--- src/rtl/uart_rx_cmd_decoder_if.sv ---
// uart_rx_cmd_decoder_if
// Bundles the UART receiver side (byte, valid strobe, line error flags) and
// the system-core side (register-file and ALU strobes plus held fields) of
// the command decoder.
//   RX_P_DATA   received byte, meaningful only with RX_D_VLD
//   RX_D_VLD    one-cycle pulse per error-free byte
//   RX_PAR_ERR  parity error level
//   RX_STP_ERR  stop-bit error level
//   RF_WrEn     register write strobe
//   RF_RdEn     register read strobe
//   RF_Address  register address (held)
//   RF_WrData   register write data (held)
//   ALU_EN      ALU operation strobe
//   ALU_FUN     ALU function code (held)
//   FRM_ERR     frame-dropped pulse
//   BUSY        decoder is mid-frame
// master: the side feeding bytes in and observing commands (receiver/core).
// slave:  the decoder itself.
interface uart_rx_cmd_decoder_if #(
    parameter int ADDR_WIDTH = 4
) ();
    logic [7:0]            RX_P_DATA;
    logic                  RX_D_VLD;
    logic                  RX_PAR_ERR;
    logic                  RX_STP_ERR;
    logic                  RF_WrEn;
    logic                  RF_RdEn;
    logic [ADDR_WIDTH-1:0] RF_Address;
    logic [7:0]            RF_WrData;
    logic                  ALU_EN;
    logic [3:0]            ALU_FUN;
    logic                  FRM_ERR;
    logic                  BUSY;

    modport master (
        output RX_P_DATA, RX_D_VLD, RX_PAR_ERR, RX_STP_ERR,
        input  RF_WrEn, RF_RdEn, RF_Address, RF_WrData,
        input  ALU_EN, ALU_FUN, FRM_ERR, BUSY
    );

    modport slave (
        input  RX_P_DATA, RX_D_VLD, RX_PAR_ERR, RX_STP_ERR,
        output RF_WrEn, RF_RdEn, RF_Address, RF_WrData,
        output ALU_EN, ALU_FUN, FRM_ERR, BUSY
    );
endinterface

--- src/rtl/uart_rx_cmd_decoder.sv ---
// uart_rx_cmd_decoder
// Assembles multi-byte command frames from the UART receiver and issues
// single-cycle register-file write/read strobes and ALU enable strobes.
// Frames hit by line errors, unknown opcodes or inter-byte timeouts are
// dropped and flagged with a one-cycle FRM_ERR.
// Ports:
//   CLK  system clock, rising edge
//   RST  asynchronous active-low reset
//   bus  uart_rx_cmd_decoder_if.slave (receiver inputs, core-side outputs)
// Parameters:
//   ADDR_WIDTH   register-file address width (at most 8)
//   TIMEOUT_CYC  idle cycles tolerated between bytes of a frame; 0 disables
//
// state   | meaning
// --------+-------------------------------------------------
// IDLE    | waiting for an opcode byte
// WR_ADDR | write frame, waiting for address
// WR_DATA | write frame, waiting for data
// RD_ADDR | read frame, waiting for address
// OP_A    | ALU frame, waiting for operand A (written to reg 0)
// OP_B    | ALU frame, waiting for operand B (written to reg 1)
// FUN_OP  | ALU frame with operands, waiting for function code
// FUN_NOP | ALU frame without operands, waiting for function code
module uart_rx_cmd_decoder #(
    parameter int          ADDR_WIDTH  = 4,
    parameter logic [15:0] TIMEOUT_CYC = 16'd4096
) (
    input  logic                  CLK,
    input  logic                  RST,
    uart_rx_cmd_decoder_if.slave  bus
);

    localparam logic [7:0] OPC_WR     = 8'hAA;
    localparam logic [7:0] OPC_RD     = 8'hBB;
    localparam logic [7:0] OPC_ALU_OP = 8'hCC;
    localparam logic [7:0] OPC_ALU_NO = 8'hDD;

    typedef enum logic [2:0] {
        IDLE    = 3'd0,
        WR_ADDR = 3'd1,
        WR_DATA = 3'd2,
        RD_ADDR = 3'd3,
        OP_A    = 3'd4,
        OP_B    = 3'd5,
        FUN_OP  = 3'd6,
        FUN_NOP = 3'd7
    } state_t;

    state_t      state;
    logic [15:0] idle_cnt;
    logic        line_err;

    assign line_err = bus.RX_PAR_ERR | bus.RX_STP_ERR;

    always_ff @(posedge CLK or negedge RST) begin
        if (!RST) begin
            state          <= IDLE;
            idle_cnt       <= '0;
            bus.RF_WrEn    <= 1'b0;
            bus.RF_RdEn    <= 1'b0;
            bus.RF_Address <= '0;
            bus.RF_WrData  <= '0;
            bus.ALU_EN     <= 1'b0;
            bus.ALU_FUN    <= '0;
            bus.FRM_ERR    <= 1'b0;
            bus.BUSY       <= 1'b0;
        end else begin
            bus.RF_WrEn <= 1'b0;
            bus.RF_RdEn <= 1'b0;
            bus.ALU_EN  <= 1'b0;
            bus.FRM_ERR <= 1'b0;

            if (state == IDLE) begin
                idle_cnt <= '0;
                // A byte arriving with a line error is discarded silently.
                if (bus.RX_D_VLD && !line_err) begin
                    case (bus.RX_P_DATA)
                        OPC_WR:     begin state <= WR_ADDR; bus.BUSY <= 1'b1; end
                        OPC_RD:     begin state <= RD_ADDR; bus.BUSY <= 1'b1; end
                        OPC_ALU_OP: begin state <= OP_A;    bus.BUSY <= 1'b1; end
                        OPC_ALU_NO: begin state <= FUN_NOP; bus.BUSY <= 1'b1; end
                        default:    bus.FRM_ERR <= 1'b1;
                    endcase
                end
            end else if (line_err) begin
                // Error outranks a coincident byte; earlier operand writes stand.
                state       <= IDLE;
                idle_cnt    <= '0;
                bus.FRM_ERR <= 1'b1;
                bus.BUSY    <= 1'b0;
            end else if (bus.RX_D_VLD) begin
                // A byte in the would-be timeout cycle is still accepted.
                idle_cnt <= '0;
                case (state)
                    WR_ADDR: begin
                        bus.RF_Address <= bus.RX_P_DATA[ADDR_WIDTH-1:0];
                        state          <= WR_DATA;
                    end
                    WR_DATA: begin
                        bus.RF_WrData <= bus.RX_P_DATA;
                        bus.RF_WrEn   <= 1'b1;
                        state         <= IDLE;
                        bus.BUSY      <= 1'b0;
                    end
                    RD_ADDR: begin
                        bus.RF_Address <= bus.RX_P_DATA[ADDR_WIDTH-1:0];
                        bus.RF_RdEn    <= 1'b1;
                        state          <= IDLE;
                        bus.BUSY       <= 1'b0;
                    end
                    OP_A: begin
                        bus.RF_Address <= '0;
                        bus.RF_WrData  <= bus.RX_P_DATA;
                        bus.RF_WrEn    <= 1'b1;
                        state          <= OP_B;
                    end
                    OP_B: begin
                        bus.RF_Address <= ADDR_WIDTH'(1);
                        bus.RF_WrData  <= bus.RX_P_DATA;
                        bus.RF_WrEn    <= 1'b1;
                        state          <= FUN_OP;
                    end
                    FUN_OP, FUN_NOP: begin
                        bus.ALU_FUN <= bus.RX_P_DATA[3:0];
                        bus.ALU_EN  <= 1'b1;
                        state       <= IDLE;
                        bus.BUSY    <= 1'b0;
                    end
                    default: begin
                        state    <= IDLE;
                        bus.BUSY <= 1'b0;
                    end
                endcase
            end else if ((TIMEOUT_CYC != 16'd0) && (idle_cnt == TIMEOUT_CYC - 16'd1)) begin
                state       <= IDLE;
                idle_cnt    <= '0;
                bus.FRM_ERR <= 1'b1;
                bus.BUSY    <= 1'b0;
            end else if (idle_cnt != 16'hFFFF) begin
                idle_cnt <= idle_cnt + 16'd1;
            end
        end
    end

endmodule

--- src/flat_wrapper.sv ---
// flat-port wrapper written by rule: the top's interface ports become plain ports
module uart_rx_cmd_decoder_flat 
#(
    parameter int          ADDR_WIDTH  = 4,
    parameter logic [15:0] TIMEOUT_CYC = 16'd4096
)
  (CLK, RST, bus_RX_P_DATA, bus_RX_D_VLD, bus_RX_PAR_ERR, bus_RX_STP_ERR, bus_RF_WrEn, bus_RF_RdEn, bus_RF_Address, bus_RF_WrData, bus_ALU_EN, bus_ALU_FUN, bus_FRM_ERR, bus_BUSY);
  uart_rx_cmd_decoder_if #(.ADDR_WIDTH(ADDR_WIDTH)) bus_i ();
  input  logic CLK;
  input  logic RST;
  input wire logic [$bits(bus_i.RX_P_DATA)-1:0] bus_RX_P_DATA;
  input wire logic [$bits(bus_i.RX_D_VLD)-1:0] bus_RX_D_VLD;
  input wire logic [$bits(bus_i.RX_PAR_ERR)-1:0] bus_RX_PAR_ERR;
  input wire logic [$bits(bus_i.RX_STP_ERR)-1:0] bus_RX_STP_ERR;
  output wire logic [$bits(bus_i.RF_WrEn)-1:0] bus_RF_WrEn;
  output wire logic [$bits(bus_i.RF_RdEn)-1:0] bus_RF_RdEn;
  output wire logic [$bits(bus_i.RF_Address)-1:0] bus_RF_Address;
  output wire logic [$bits(bus_i.RF_WrData)-1:0] bus_RF_WrData;
  output wire logic [$bits(bus_i.ALU_EN)-1:0] bus_ALU_EN;
  output wire logic [$bits(bus_i.ALU_FUN)-1:0] bus_ALU_FUN;
  output wire logic [$bits(bus_i.FRM_ERR)-1:0] bus_FRM_ERR;
  output wire logic [$bits(bus_i.BUSY)-1:0] bus_BUSY;
  assign bus_i.RX_P_DATA = bus_RX_P_DATA;
  assign bus_i.RX_D_VLD = bus_RX_D_VLD;
  assign bus_i.RX_PAR_ERR = bus_RX_PAR_ERR;
  assign bus_i.RX_STP_ERR = bus_RX_STP_ERR;
  assign bus_RF_WrEn = bus_i.RF_WrEn;
  assign bus_RF_RdEn = bus_i.RF_RdEn;
  assign bus_RF_Address = bus_i.RF_Address;
  assign bus_RF_WrData = bus_i.RF_WrData;
  assign bus_ALU_EN = bus_i.ALU_EN;
  assign bus_ALU_FUN = bus_i.ALU_FUN;
  assign bus_FRM_ERR = bus_i.FRM_ERR;
  assign bus_BUSY = bus_i.BUSY;
  uart_rx_cmd_decoder #(.ADDR_WIDTH(ADDR_WIDTH), .TIMEOUT_CYC(TIMEOUT_CYC)) u_core (.CLK(CLK), .RST(RST), .bus(bus_i));
endmodule
--- config.mk ---
export PLATFORM = sky130hd
export DESIGN_NAME = uart_rx_cmd_decoder_flat
export DESIGN_NICKNAME = d
export VERILOG_FILES = /design/src/rtl/uart_rx_cmd_decoder_if.sv /design/src/rtl/uart_rx_cmd_decoder.sv /design/src/flat_wrapper.sv
export SDC_FILE = /design/constraint.sdc
export NUM_CORES = 1
export LEC_CHECK = 0
export ABC_AREA = 1
export BUFFER_PORTS_ARGS = -buffer_cell sky130_fd_sc_hd__buf_2
export CORE_UTILIZATION = 45
export DETAILED_ROUTE_END_ITERATION = 7
export PLACE_DENSITY = 0.67
export SYNTH_ARGS = -nofsm -noshare
export SYNTH_HDL_FRONTEND = slang
export SYNTH_SLANG_ARGS = --single-unit
--- constraint.sdc ---
create_clock -name CLK -period 5.3 [get_ports CLK]
set_clock_uncertainty 0.2 [all_clocks]
set_input_delay 0.53 -clock CLK [delete_from_list [all_inputs] [get_ports CLK]]
set_output_delay 0.53 -clock CLK [all_outputs]
set_load 0.01 [all_outputs]
==> results by group, run 1 <==
Clock tree
  – Clock sink total: 40
  – # resized after CTS: 0
  – Clk_lat worst skew: about 280 ps
  – H-tree depth: 2
  – Total CTS buffers: 5
  – CTS root buffer: clkbuf_8
  – CTS Buffer Depth: 2
  – Cts hold-fix bufs: 0
  – Setup Fix Bufs, Post-CTS: 0
  – CTS clock-pin slew for the worst setup and hold paths: about 70 ps
  – CTS tree: yes

Worst setup path
  – CP max stage delay: about 430 ps
  – Worst Reg-to-Reg Cells: 8
  – RR Startpoint: u_core.idle_cnt[0]$_DFFE_PN0P_
  – Critical path required time: between 5000 and 6000 ps
  – Crit path kind: flip-flop to flip-flop
  – CP Buf/Inv Count: 1
  – CP startpoint kind: flip-flop
  – Crit path to: u_core.idle_cnt[15]$_DFFE_PN0P_
  – CP Cell Sequence: ha_1 -> nand3_1 -> nor2_4 -> nand2_4 -> clkinv_4 -> nor2_2 -> nand3_2 -> o21ai_0
  – Worst path depth: 8
  – Reg-to-reg setup timing slack: ~3100 ps
  – Critical Path AT: 2080 ps
  – Slowest cell on the critical path: dfrtp_1
  – R2r endpoint: u_core.idle_cnt[15]$_DFFE_PN0P_
  – Crit path launch: u_core.idle_cnt[0]$_DFFE_PN0P_
  – CP Max Fanout: 13
  – Worst setup EP type: flip-flop
  – Crit-path leading delay family: simple AND/OR/NAND/NOR gates

Logic synthesis
  – Top FF cell, synth: dfrtp_1
  – Synth cell types: 37
  – Mean Syn Cell Area: ~7.8 sq um
  – Post-synth top cells: nand2_1 (75), dfrtp_1 (40), nor2_1 (32)
  – Synth area leader: dfrtp_1
  – Post-synth ARST share: between 90% and 100%
  – Most frequent cell after synthesis: nand2_1
  – Syn_nets: a little over 300
  – Area contributors post-synth: dfrtp_1 (44%), nand2_1 (12%), nor2_1 (5.3%), nand4_1 (4.7%), nand3_1 (4.4%)
  – Synth top area share: 44.1%
  – #FFs+latches synth: 40
  – Post-synthesis sequential area ratio: between 40% and 50%
  – Post-synth EDFFs: 0
  – Synthesized cell area: approximately 2300 sq um
  – Ys Warns: 0
  – Post-Syn Instances: 290

Hold path
  – Worst hold path type: primary input to asynchronous set/reset pin

Power
  – Switching Share: ~36%
  – Comb pwr share: 30.0%
  – Sequential Power Share: 47.5%
  – VDD IR max: 0.000201 V
  – Total power: ~0.8 mW
  – Leakage Power: 1.33 nW
  – PwrDens: 320 nW/um^2
  – Clk pwr share: 22.5%
  – Net Switching: 0.295 mW
  – Int Pwr: approximately 0.53 mW

Detailed routing
  – DR vias: a little over 2000
  – Residual DRC: 0
  – DR pass1 iterations: 4
  – Vias per Instance: 5.15
  – Initial drt markers: between 200 and 250
  – Routed wire length per instance: approximately 13 um
  – Post-Route WL: 5090 um
  – ANT nets after route: 0

Final layout
  – Register area: 1000 sq um
  – Design area: between 2000 and 3000 sq um
  – End-of-flow core utilization: between 50% and 60%
  – Footprint of the multi-input gates: approximately 1100 sq um
  – Fillers: roughly 460
  – Fin nets: between 300 and 400
  – Non-filler cells, final: ~390
  – Layout cells sized above 1: 23.1%
  – ANT cells: 0
  – Area grow syn2layout: 13.0%

Global route
  – Grt ovf: 0
  – Number of global-route vias before repair: approximately 1800
  – GRT Total Usage: around a fifth
  – Global-route wire length before repair: around 8600 um
  – Largest net degree at the start of global routing: between 40 and 50
  – Initial antenna violation count: 0

STA
  – Crit path time final: between 2000 and 2500 ps
  – Final setup margin: 3150 ps
  – Worst slew pin tran: 895 ps
  – Fin Hold WS: ~170 ps
  – Setup_tns: 0 ps
  – Setup-failing EPs final: 0
  – Fin crit share: just over 40%
  – Slew headroom: around 40%
  – Max Fclk: approximately 460 MHz
  – Hold Vio Cnt, Final: 0
  – Max Slew Vio Count: 0
  – RSZ-0062 raised after global routing: false

Run
  – Max-Cap Viols: 0

Status
  – Outcome: complete, no violations

Floorplanning
  – Starting Density: approximately 47%
  – # IOs: 34
  – Core area: 4790 sq um
  – Row count: 25
  – Die footprint: roughly 5300 sq um
  – Die Width: roughly 73 um
  – Chip height: 73 um

Placed design
  – DP Area: between 2000 and 2500 sq um
  – GP Congestion: approximately 0.86
  – Dpl cells: slightly below 400
  – Post-DP HPWL: between 3000 and 4000 um
  – Worst slack, placed: 3000 ps
  – Input/output buffers: 33
worst reg2reg max path, delay by kind of cell (launching register included):
family                   cells  cell delay [ps]
AND/OR/NAND/NOR              5              880
flip-flops                   1              430
adder cells (fa/ha/maj)      1              260
AO/OA/AOI/OAI                1              160
buffers and inverters        1               80
registers in the layout, indices dropped and copies added, names as in the netlist:
register and count:
u_core.idle_cnt 16, u_core.bus.ALU_FUN 4, u_core.bus.RF_WrData 8, u_core.bus.RF_WrEn 1, u_core.bus.ALU_EN 1, u_core.bus.BUSY 1, u_core.bus.RF_RdEn 1, u_core.bus.FRM_ERR 1
u_core.bus.RF_Address 4, u_core.state 3
power groups by stage:
stage | sequential (mW) | combinational (mW) | clock (mW)
after floorplan | 0.412 | 0.144 | 0
after global placement | 0.395 | 0.245 | 0
after detailed placement | 0.392 | 0.251 | 0
after CTS | 0.389 | 0.249 | 0.192
after global routing | 0.396 | 0.281 | 0.202
final | 0.390 | 0.247 | 0.185
final cells by class:
| class | instances | area share [%] |
|---|---|---|
| clock buffer | 6 | 2.83 |
| clock inverter | 1 | 0.195 |
| inverter | 31 | 4.78 |
| multi-input combinational | 214 | 43.4 |
| sequential | 40 | 39.0 |
| tap | 67 | 3.27 |
| timing repair buffer | 33 | 6.44 |
layout by cell type, fill, tap and decap left out, types with 2 or more instances in the layout:
master / synthesis / layout
buf_2: 1 / 33
nand2_2: 12 / 12
clkinv_2: 1 / 2
o21ai_0: 14 / 14
a21oi_1: 3 / 3
o21ai_2: 3 / 3
nand3_2: 2 / 2
nand2_1: 75 / 75
inv_2: 3 / 3
o21bai_1: 3 / 3
nor3_1: 3 / 3
or2_2: 2 / 2
clkbuf_8: 0 / 5
inv_1: 26 / 26
nor2_2: 3 / 3
dfrtp_1: 40 / 40
xor2_1: 4 / 4
nor2_1: 32 / 32
nand4_1: 17 / 17
nor2_4: 4 / 4
nand3_1: 20 / 20
o21ai_1: 5 / 5
layer usage:
layer | part of all wire (%) | track usage, %
met1 | 52 | 32.0
met2 | 42 | 29.3
met3 | 4.8 | 5.11
met4 | 1.1 | 5.23
met5 | 0 | 0
how the worst min path moves through the flow:
stage / startpoint / slack (ps) / end / cells past startpoint
2_1_floorplan: RST / 30 / u_core.bus.ALU_EN$_DFF_PN0_ / 0
3_3_place_gp: u_core.bus.ALU_FUN[0]$_DFFE_PN0P_ / 270 / u_core.bus.ALU_FUN[0]$_DFFE_PN0P_ / 2
3_5_place_dp: u_core.bus.RF_WrData[5]$_DFFE_PN0P_ / 260 / u_core.bus.RF_WrData[5]$_DFFE_PN0P_ / 2
4_1_cts: RST / 210 / u_core.idle_cnt[15]$_DFFE_PN0P_ / 1
5_1_grt: RST / 240 / u_core.idle_cnt[15]$_DFFE_PN0P_ / 1
6_report: RST / 170 / u_core.idle_cnt[15]$_DFFE_PN0P_ / 1
cells by family after synthesis:
family                     count (synthesis)  share of synthesized area [%]
xor gates and xnor gates                   5                           1.93
and+or+nand+nor                          176                           38.2
adders and majority gates                  1                          0.551
AOI/OAI and AO/OA                         32                           8.38
DFF                                       40                           44.1
buffers and inverters                     36                           6.78
(Power assumes the default switching activity.)
==> run 2: changes to the inputs <==
==> constraint.sdc (replaced) <==
create_clock -name CLK -period 2.25 [get_ports CLK]
set_clock_uncertainty 0.2 [all_clocks]
set_input_delay 0.225 -clock CLK [delete_from_list [all_inputs] [get_ports CLK]]
set_output_delay 0.225 -clock CLK [all_outputs]
set_load 0.01 [all_outputs]
==> run 2 against run 1 <==
Net effect:
- final area is 4.9% higher
- core utilization is 2.6 points higher
- setup slack worse by 3000 ps
- critical path type unchanged
- fmax is 4.6% higher
- total power grew to 2.6 times the previous value
- cell count is 2.8% higher
- first-iteration DRC count is 43% lower
- global-route usage is 1.7 points higher
- via count is 3.8% higher
- critical path depth stayed put
==> results by group, run 2 (synthesized netlist as in run 1, its figures left out) <==
Status
  – Outcome: complete, no violations

STA
  – Slew headroom: 62.7% (+22 points)
  – Setup_tns: 0 ps (unchanged)
  – Setup-failing EPs final: 0 (unchanged)
  – Worst slew pin tran: 559 ps (-336 ps)
  – Max Fclk: 486 MHz (+4.6%)
  – Fin crit share: 91.4% (+51 points)
  – RSZ-0062 raised after global routing: false
  – Max Slew Vio Count: 0 (unchanged)
  – Crit path time final: 2060 ps (-95.6 ps)
  – Hold Vio Cnt, Final: 0 (unchanged)

Final layout
  – Area grow syn2layout: 18.5%
  – Most frequent cells in the layout: nand2_1 (75), dfrtp_1 (40), buf_2 (33), nor2_1 (32), inv_1 (26)
  – ANT cells: 0 (unchanged)
  – Most common cell after layout, fill and taps aside: nand2_1
  – End-of-flow core utilization: 56.2% (+2.6 points)
  – Non-filler cells, final: 403 (+2.8%)
  – Fin nets: 349 (+2.9%)
  – Top reg by flops: u_core.idle_cnt
  – Top Registers: u_core.idle_cnt x16, u_core.bus.RF_WrData x8
  – Layout cells sized above 1: 24.4% (+1.3 points)
  – Max reg flops: 16 (unchanged)
  – Fillers: 458 (-1.1%)
  – Design area: 2690 sq um (+4.9%)

Power
  – Int Pwr: 1.39 mW (+160%)
  – Net Switching: 0.746 mW (+150%)
  – VDD IR max: 0.000520 V (+160%)
  – PwrDens: 794 nW/um^2 (+150%)
  – Clk pwr share: 28.4% (+5.9 points)
  – Switching Share: 34.9% (-0.93 points)
  – Comb pwr share: 28.9% (-1.1 points)
  – Leakage Power: 1.38 nW (+4.4%)
  – Sequential Power Share: 42.7% (-4.8 points)

Clock tree
  – Clock sink total: 40 (unchanged)
  – Setup Fix Bufs, Post-CTS: 0 (unchanged)
  – H-tree depth: 2 (unchanged)
  – CTS clock-pin slew for the worst setup and hold paths: 90 ps (+20 ps)
  – CTS root buffer: clkbuf_8
  – Clk_lat worst skew: 300 ps (+20 ps)
  – # resized after CTS: 0 (unchanged)
  – CTS tree: yes
  – Cts hold-fix bufs: 5 (+5)
  – CTS Buffer Depth: 2 (unchanged)
  – Total CTS buffers: 5 (unchanged)

Run
  – Max-Cap Viols: 0 (unchanged)

Worst setup path
  – CP startpoint kind: flip-flop
  – Reg-to-reg setup timing slack: 190 ps (-2950 ps)
  – CP Max Fanout: 13 (unchanged)
  – RR Startpoint: u_core.idle_cnt[0]$_DFFE_PN0P_
  – Worst Reg-to-Reg Cells: 8 (unchanged)
  – Critical Path AT: 2020 ps (-60 ps)
  – R2r endpoint: u_core.idle_cnt[15]$_DFFE_PN0P_
  – Worst setup EP type: flip-flop
  – Critical path required time: 2220 ps (-3010 ps)
  – Crit path kind: flip-flop to flip-flop

Floorplanning
  – Core area: 4790 sq um (unchanged)
  – Starting Density: 47.4% (unchanged)
  – Die Width: 73 um (unchanged)
  – Chip height: 73 um (unchanged)
  – Die footprint: 5330 sq um (unchanged)
  – # IOs: 34 (unchanged)
  – Row count: 25 (unchanged)

Hold path
  – Hold path cells: 3
  – Source of the worst hold timing path: bus_RX_P_DATA[3]
  – Worst hold path type: primary input to flip-flop
  – Worst Hold End: u_core.bus.RF_WrData[3]$_DFFE_PN0P_

Global route
  – Largest net degree at the start of global routing: 25 (-39%)
  – Global-route wire length before repair: 9200 um (+7.3%)
  – Number of global-route vias before repair: 1889 (+3.7%)
  – Grt ovf: 0 (unchanged)
  – GRT Total Usage: 22.7% (+1.7 points)
  – Initial antenna violation count: 0 (unchanged)

Placed design
  – GP Congestion: 0.913 (+6.3%)
  – Input/output buffers: 33 (unchanged)
  – Post-DP HPWL: 3950 um (+2.6%)
  – DP Area: 2520 sq um (+1.5%)
  – Dpl cells: 390 (+1.3%)

Detailed routing
  – DR vias: 2096 (+3.8%)
  – Residual DRC: 0 (unchanged)
  – DR pass1 iterations: 4 (unchanged)
  – ANT nets after route: 0 (unchanged)
  – Vias per Instance: 5.20 (+0.98%)
  – Initial drt markers: 121 (-43%)
  – Routed wire length per instance: 13.4 um (+2.9%)
  – Post-Route WL: 5390 um (+5.8%)
## run 2: metrics by stage
step | total power, mW | hold slack (ps) | worst slack [ps]
3_5_place_dp | 1.53 | 50.0 | 205
4_1_cts | 2.15 | 8.99 | 200
5_1_grt | 2.27 | 42.0 | 32.4
2_1_floorplan | 1.31 | -271 | 509
3_3_place_gp | 1.52 | 51.7 | 266
6_report | 2.14 | 22.3 | 194
## run 2: critical path, stage by stage (launching register included)
cell	delay, ps
dfrtp_1	430
ha_1	250
nand3_1	190
nor2_4	200
nand2_4	80
clkinv_4	70
nor2_2	40
nand3_2	310
o21ai_0	140
## run 2: final cells by class
cell class	count	area, sq um	share of cell area, %
flip-flops and latches	40	1000	37.2
well taps	67	83.8	3.12
repair buffers	43	253	9.40
inverters	31	123	4.56
clock buffers	5	68.8	2.56
multi-input cells	214	1110	41.4
clock inverters	3	46.3	1.72
## run 2: how the worst max path moves through the flow
| stage | from | depth (start not counted) | endpoint |
|---|---|---|---|
| floorplan | u_core.idle_cnt[0]$_DFFE_PN0P_ | 9 | u_core.idle_cnt[13]$_DFFE_PN0P_ |
| global placement | u_core.idle_cnt[0]$_DFFE_PN0P_ | 7 | u_core.idle_cnt[2]$_DFFE_PN0P_ |
| detailed placement | u_core.idle_cnt[0]$_DFFE_PN0P_ | 8 | u_core.idle_cnt[3]$_DFFE_PN0P_ |
| CTS | u_core.idle_cnt[0]$_DFFE_PN0P_ | 8 | u_core.idle_cnt[3]$_DFFE_PN0P_ |
| global route | u_core.idle_cnt[0]$_DFFE_PN0P_ | 7 | u_core.idle_cnt[3]$_DFFE_PN0P_ |
| finish | u_core.idle_cnt[0]$_DFFE_PN0P_ | 8 | u_core.idle_cnt[15]$_DFFE_PN0P_ |
## run 2: metal layers
| metal | up-vias | share of wire [%] | global-route usage [%] |
|---|---|---|---|
| met5 | - | 0 | 0 |
| met4 | 0 | 1.4 | 7.63 |
| met3 | 8 | 5.5 | 4.42 |
| met2 | 72 | 44 | 32.6 |
| met1 | 981 | 50 | 33.9 |
| li1 | 1035 | - | - |
## run 2: power by group through the flow
stage	Sequential, mW	Clock [mW]	Combinational [mW]
floorplan	0.969	0	0.339
global placement	0.924	0	0.601
detailed placement	0.920	0	0.607
CTS	0.910	0.617	0.620
global route	0.928	0.646	0.694
finish	0.911	0.607	0.617
==> run 3: changes to the inputs <==
--- a/config.mk
+++ b/config.mk
@@ -5,7 +5,6 @@
 export SDC_FILE = /design/constraint.sdc
 export NUM_CORES = 1
 export LEC_CHECK = 0
-export ABC_AREA = 1
 export BUFFER_PORTS_ARGS = -buffer_cell sky130_fd_sc_hd__buf_2
 export CORE_UTILIZATION = 45
 export DETAILED_ROUTE_END_ITERATION = 7
==> run 3 against run 2 <==
Net effect:
- clock-buffer cell count grew 1
- combinational power shrank 62%
- setup slack gained 92 ps
- via count shrank 12%
- hold slack lost 12 ps
- critical path type is now primary input to flip-flop
==> results by group, run 3 <==
Final layout
  – Max reg flops: 16 (unchanged)
  – ANT cells: 0 (unchanged)
  – Top reg by flops: u_core.idle_cnt
  – End-of-flow core utilization: 55.0% (-1.2 points)
  – Area grow syn2layout: 16.1%
  – Most common cell after layout, fill and taps aside: dfrtp_1
  – Layout cells sized above 1: 30.7% (+6.3 points)
  – Non-filler cells, final: 324 (-20%)
  – Top Registers: u_core.idle_cnt x16, u_core.bus.RF_WrData x8
  – Fin nets: 270 (-23%)
  – Most frequent cells in the layout: dfrtp_1 (40), buf_2 (33), nand3_1 (17), nand2_1 (15)

Global route
  – Largest net degree at the start of global routing: 28 (+12%)
  – GRT Total Usage: 20.5% (-2.1 points)
  – Grt ovf: 0 (unchanged)
  – Global-route wire length before repair: 8270 um (-10%)
  – Number of global-route vias before repair: 1677 (-11%)
  – Initial antenna violation count: 0 (unchanged)

Logic synthesis
  – Ys Warns: 0 (unchanged)
  – Area contributors post-synth: dfrtp_1 (44%), mux2_2 (6.5%), nand3_1 (3.8%), mux2i_1 (3.1%), buf_6 (3.0%)
  – Synth cell types: 58 (+57%)
  – Post-synth top cells: dfrtp_1 (40), nand3_1 (17), nand2_1 (15)
  – Most frequent cell after synthesis: dfrtp_1
  – Top FF cell, synth: dfrtp_1
  – Mean Syn Cell Area: 10.6 sq um (+35%)
  – Post-synth ARST share: 100% (unchanged)
  – Synthesized cell area: 2270 sq um (about the same)
  – #FFs+latches synth: 40 (unchanged)
  – Synth top area share: 44.2% (about the same)
  – Synth area leader: dfrtp_1
  – Post-synth EDFFs: 0 (unchanged)
  – Post-synthesis sequential area ratio: 44.2% (about the same)
  – Post-Syn Instances: 214 (-26%)
  – Syn_nets: 228 (-25%)

Worst setup path
  – Critical Path AT: 2000 ps (-20 ps)
  – Crit path kind: primary input to flip-flop
  – Crit-path leading delay family: compound AO/OA/AOI/OAI gates
  – CP Cell Sequence: dlygate4sd3_1 -> buf_2 -> nor4bb_1 -> o211ai_1 -> o41a_1 -> o2bb2ai_1
  – Slowest cell on the critical path: dlygate4sd3_1
  – CP Max Fanout: 3 (-10)
  – CP max stage delay: 520 ps (+90 ps)
  – CP Buf/Inv Count: 2 (+1)
  – CP startpoint kind: primary input
  – Worst setup EP type: flip-flop
  – Critical path required time: 2290 ps (+70 ps)

Floorplanning
  – Die footprint: 5330 sq um (about the same)
  – Die Width: 73.0 um (about the same)
  – # IOs: 34 (unchanged)
  – Core area: 4790 sq um (unchanged)
  – Row count: 25 (unchanged)
  – Chip height: 73.0 um (about the same)
  – Starting Density: 47.4% (about the same)

Clock tree
  – CTS tree: yes
  – Setup Fix Bufs, Post-CTS: 0 (unchanged)
  – Cts hold-fix bufs: 3 (-2)
  – Clock sink total: 40 (unchanged)
  – # resized after CTS: 0 (unchanged)
  – Total CTS buffers: 5 (unchanged)
  – Clk_lat worst skew: 310 ps (about the same)
  – CTS Buffer Depth: 2 (unchanged)
  – H-tree depth: 2 (unchanged)
  – CTS root buffer: clkbuf_8
  – CTS clock-pin slew for the worst setup and hold paths: 90 ps (about the same)

Status
  – Outcome: complete, no violations

Run
  – Max-Cap Viols: 0 (unchanged)

STA
  – Hold Vio Cnt, Final: 0 (unchanged)
  – Max Slew Vio Count: 0 (unchanged)
  – Max Fclk: 509 MHz (+4.7%)
  – Fin crit share: 87.3% (-4.1 points)
  – Worst slew pin tran: 617 ps (+57.7 ps)
  – Crit path time final: 1960 ps (-92.1 ps)
  – Slew headroom: 58.9% (-3.8 points)
  – RSZ-0062 raised after global routing: false
  – Setup_tns: 0 ps (unchanged)
  – Fin Hold WS: 9.89 ps (-12.4 ps)
  – Setup-failing EPs final: 0 (unchanged)

Detailed routing
  – M1 WL: 2480 um (-7.1%)
  – ANT nets after route: 0 (unchanged)
  – Metal3 WL: 239 um (-19%)
  – Initial drt markers: 100 (-17%)
  – Vias per Instance: 5.72 (+10%)
  – DR vias: 1853 (-12%)
  – DR pass1 iterations: 4 (unchanged)
  – Routed met2 length: 2190 um (-6.7%)
  – Routed wire length per instance: 15.4 um (+15%)
  – Top Layer Used: met4
  – Post-Route WL: 5000 um (-7.2%)
  – Residual DRC: 0 (unchanged)

Power
  – Leakage Power: 1.20 nW (-13%)
  – PwrDens: 580 nW/um^2 (-27%)
  – VDD IR max: 0.000329 V (-37%)

Placed design
  – Input/output buffers: 33 (unchanged)
  – Dpl cells: 313 (-20%)
  – GP Congestion: 0.803 (-12%)
  – Post-DP HPWL: 3560 um (-9.8%)

Hold path
  – Worst hold path type: primary input to flip-flop
## run 3: worst paths after layout
kind,start,endpoint,slack [ps],depth (start not counted)
max,bus_RX_P_DATA[5],u_core.bus.BUSY$_DFFE_PN0P_,290,6
min,bus_RX_P_DATA[6],u_core.bus.RF_WrData[6]$_DFFE_PN0P_,10,2
max reg2reg,u_core.idle_cnt[0]$_DFFE_PN0P_,u_core.idle_cnt[11]$_DFFE_PN0P_,300,6
min reg2reg,u_core.bus.ALU_FUN[0]$_DFFE_PN0P_,u_core.bus.ALU_FUN[0]$_DFFE_PN0P_,310,1
max in group asynchronous,RST,u_core.bus.RF_Address[2]$_DFFE_PN0P_,1020,3
min in group asynchronous,RST,u_core.idle_cnt[15]$_DFFE_PN0P_,260,2
## run 3: final cells by class
class	instances	area, sq um
fillers	403	2150
multi-input cells	157	1150
flip-flops and latches	40	1000
repair buffers	48	285
well taps	67	83.8
clock buffers	6	82.6
clock inverters	2	15.0
inverters	4	15.0
## run 3: cell families after synthesis
| family | count (synthesis) | synth area share (%) |
|---|---|---|
| buffers and inverters | 17 | 5.13 |
| XOR/XNOR | 1 | 0.386 |
| adder cells (fa/ha/maj) | 1 | 0.552 |
| AND/OR/NAND/NOR | 89 | 26.4 |
| flip-flops | 40 | 44.2 |
| AO/OA/AOI/OAI | 46 | 13.8 |
| multiplexers | 20 | 9.55 |
## run 3: routing by layer
layer / vias up / track usage [%]
li1: 894 / -
met1: 904 / 31.2
met2: 47 / 28.1
met3: 8 / 3.87
met4: 0 / 9.15
met5: - / 0
## run 3: metrics by stage
stage          cell area (sq um)  power [mW]  setup WS, ps
3_3_place_gp                2500        1.02           360
3_5_place_dp                2500        1.02           310
5_1_grt                     2630        1.60           176
6_report                    2630        1.53           286
4_1_cts                     2630        1.54           296
2_1_floorplan               2270       0.919           449
## run 3: report_power, final
part,total (mW),internal (mW),switching [mW]
sequential,0.772,0.746,0.0256
combinational,0.235,0.108,0.127
clock,0.520,0.248,0.272
total,1.53,1.10,0.424
## run 3: worst reg2reg max path, stage by stage (launching register included)
cell,delay [ps]
dfrtp_1,410
ha_1,230
buf_4,170
and4_1,170
buf_4,170
a211oi_1,310
mux2i_1,220
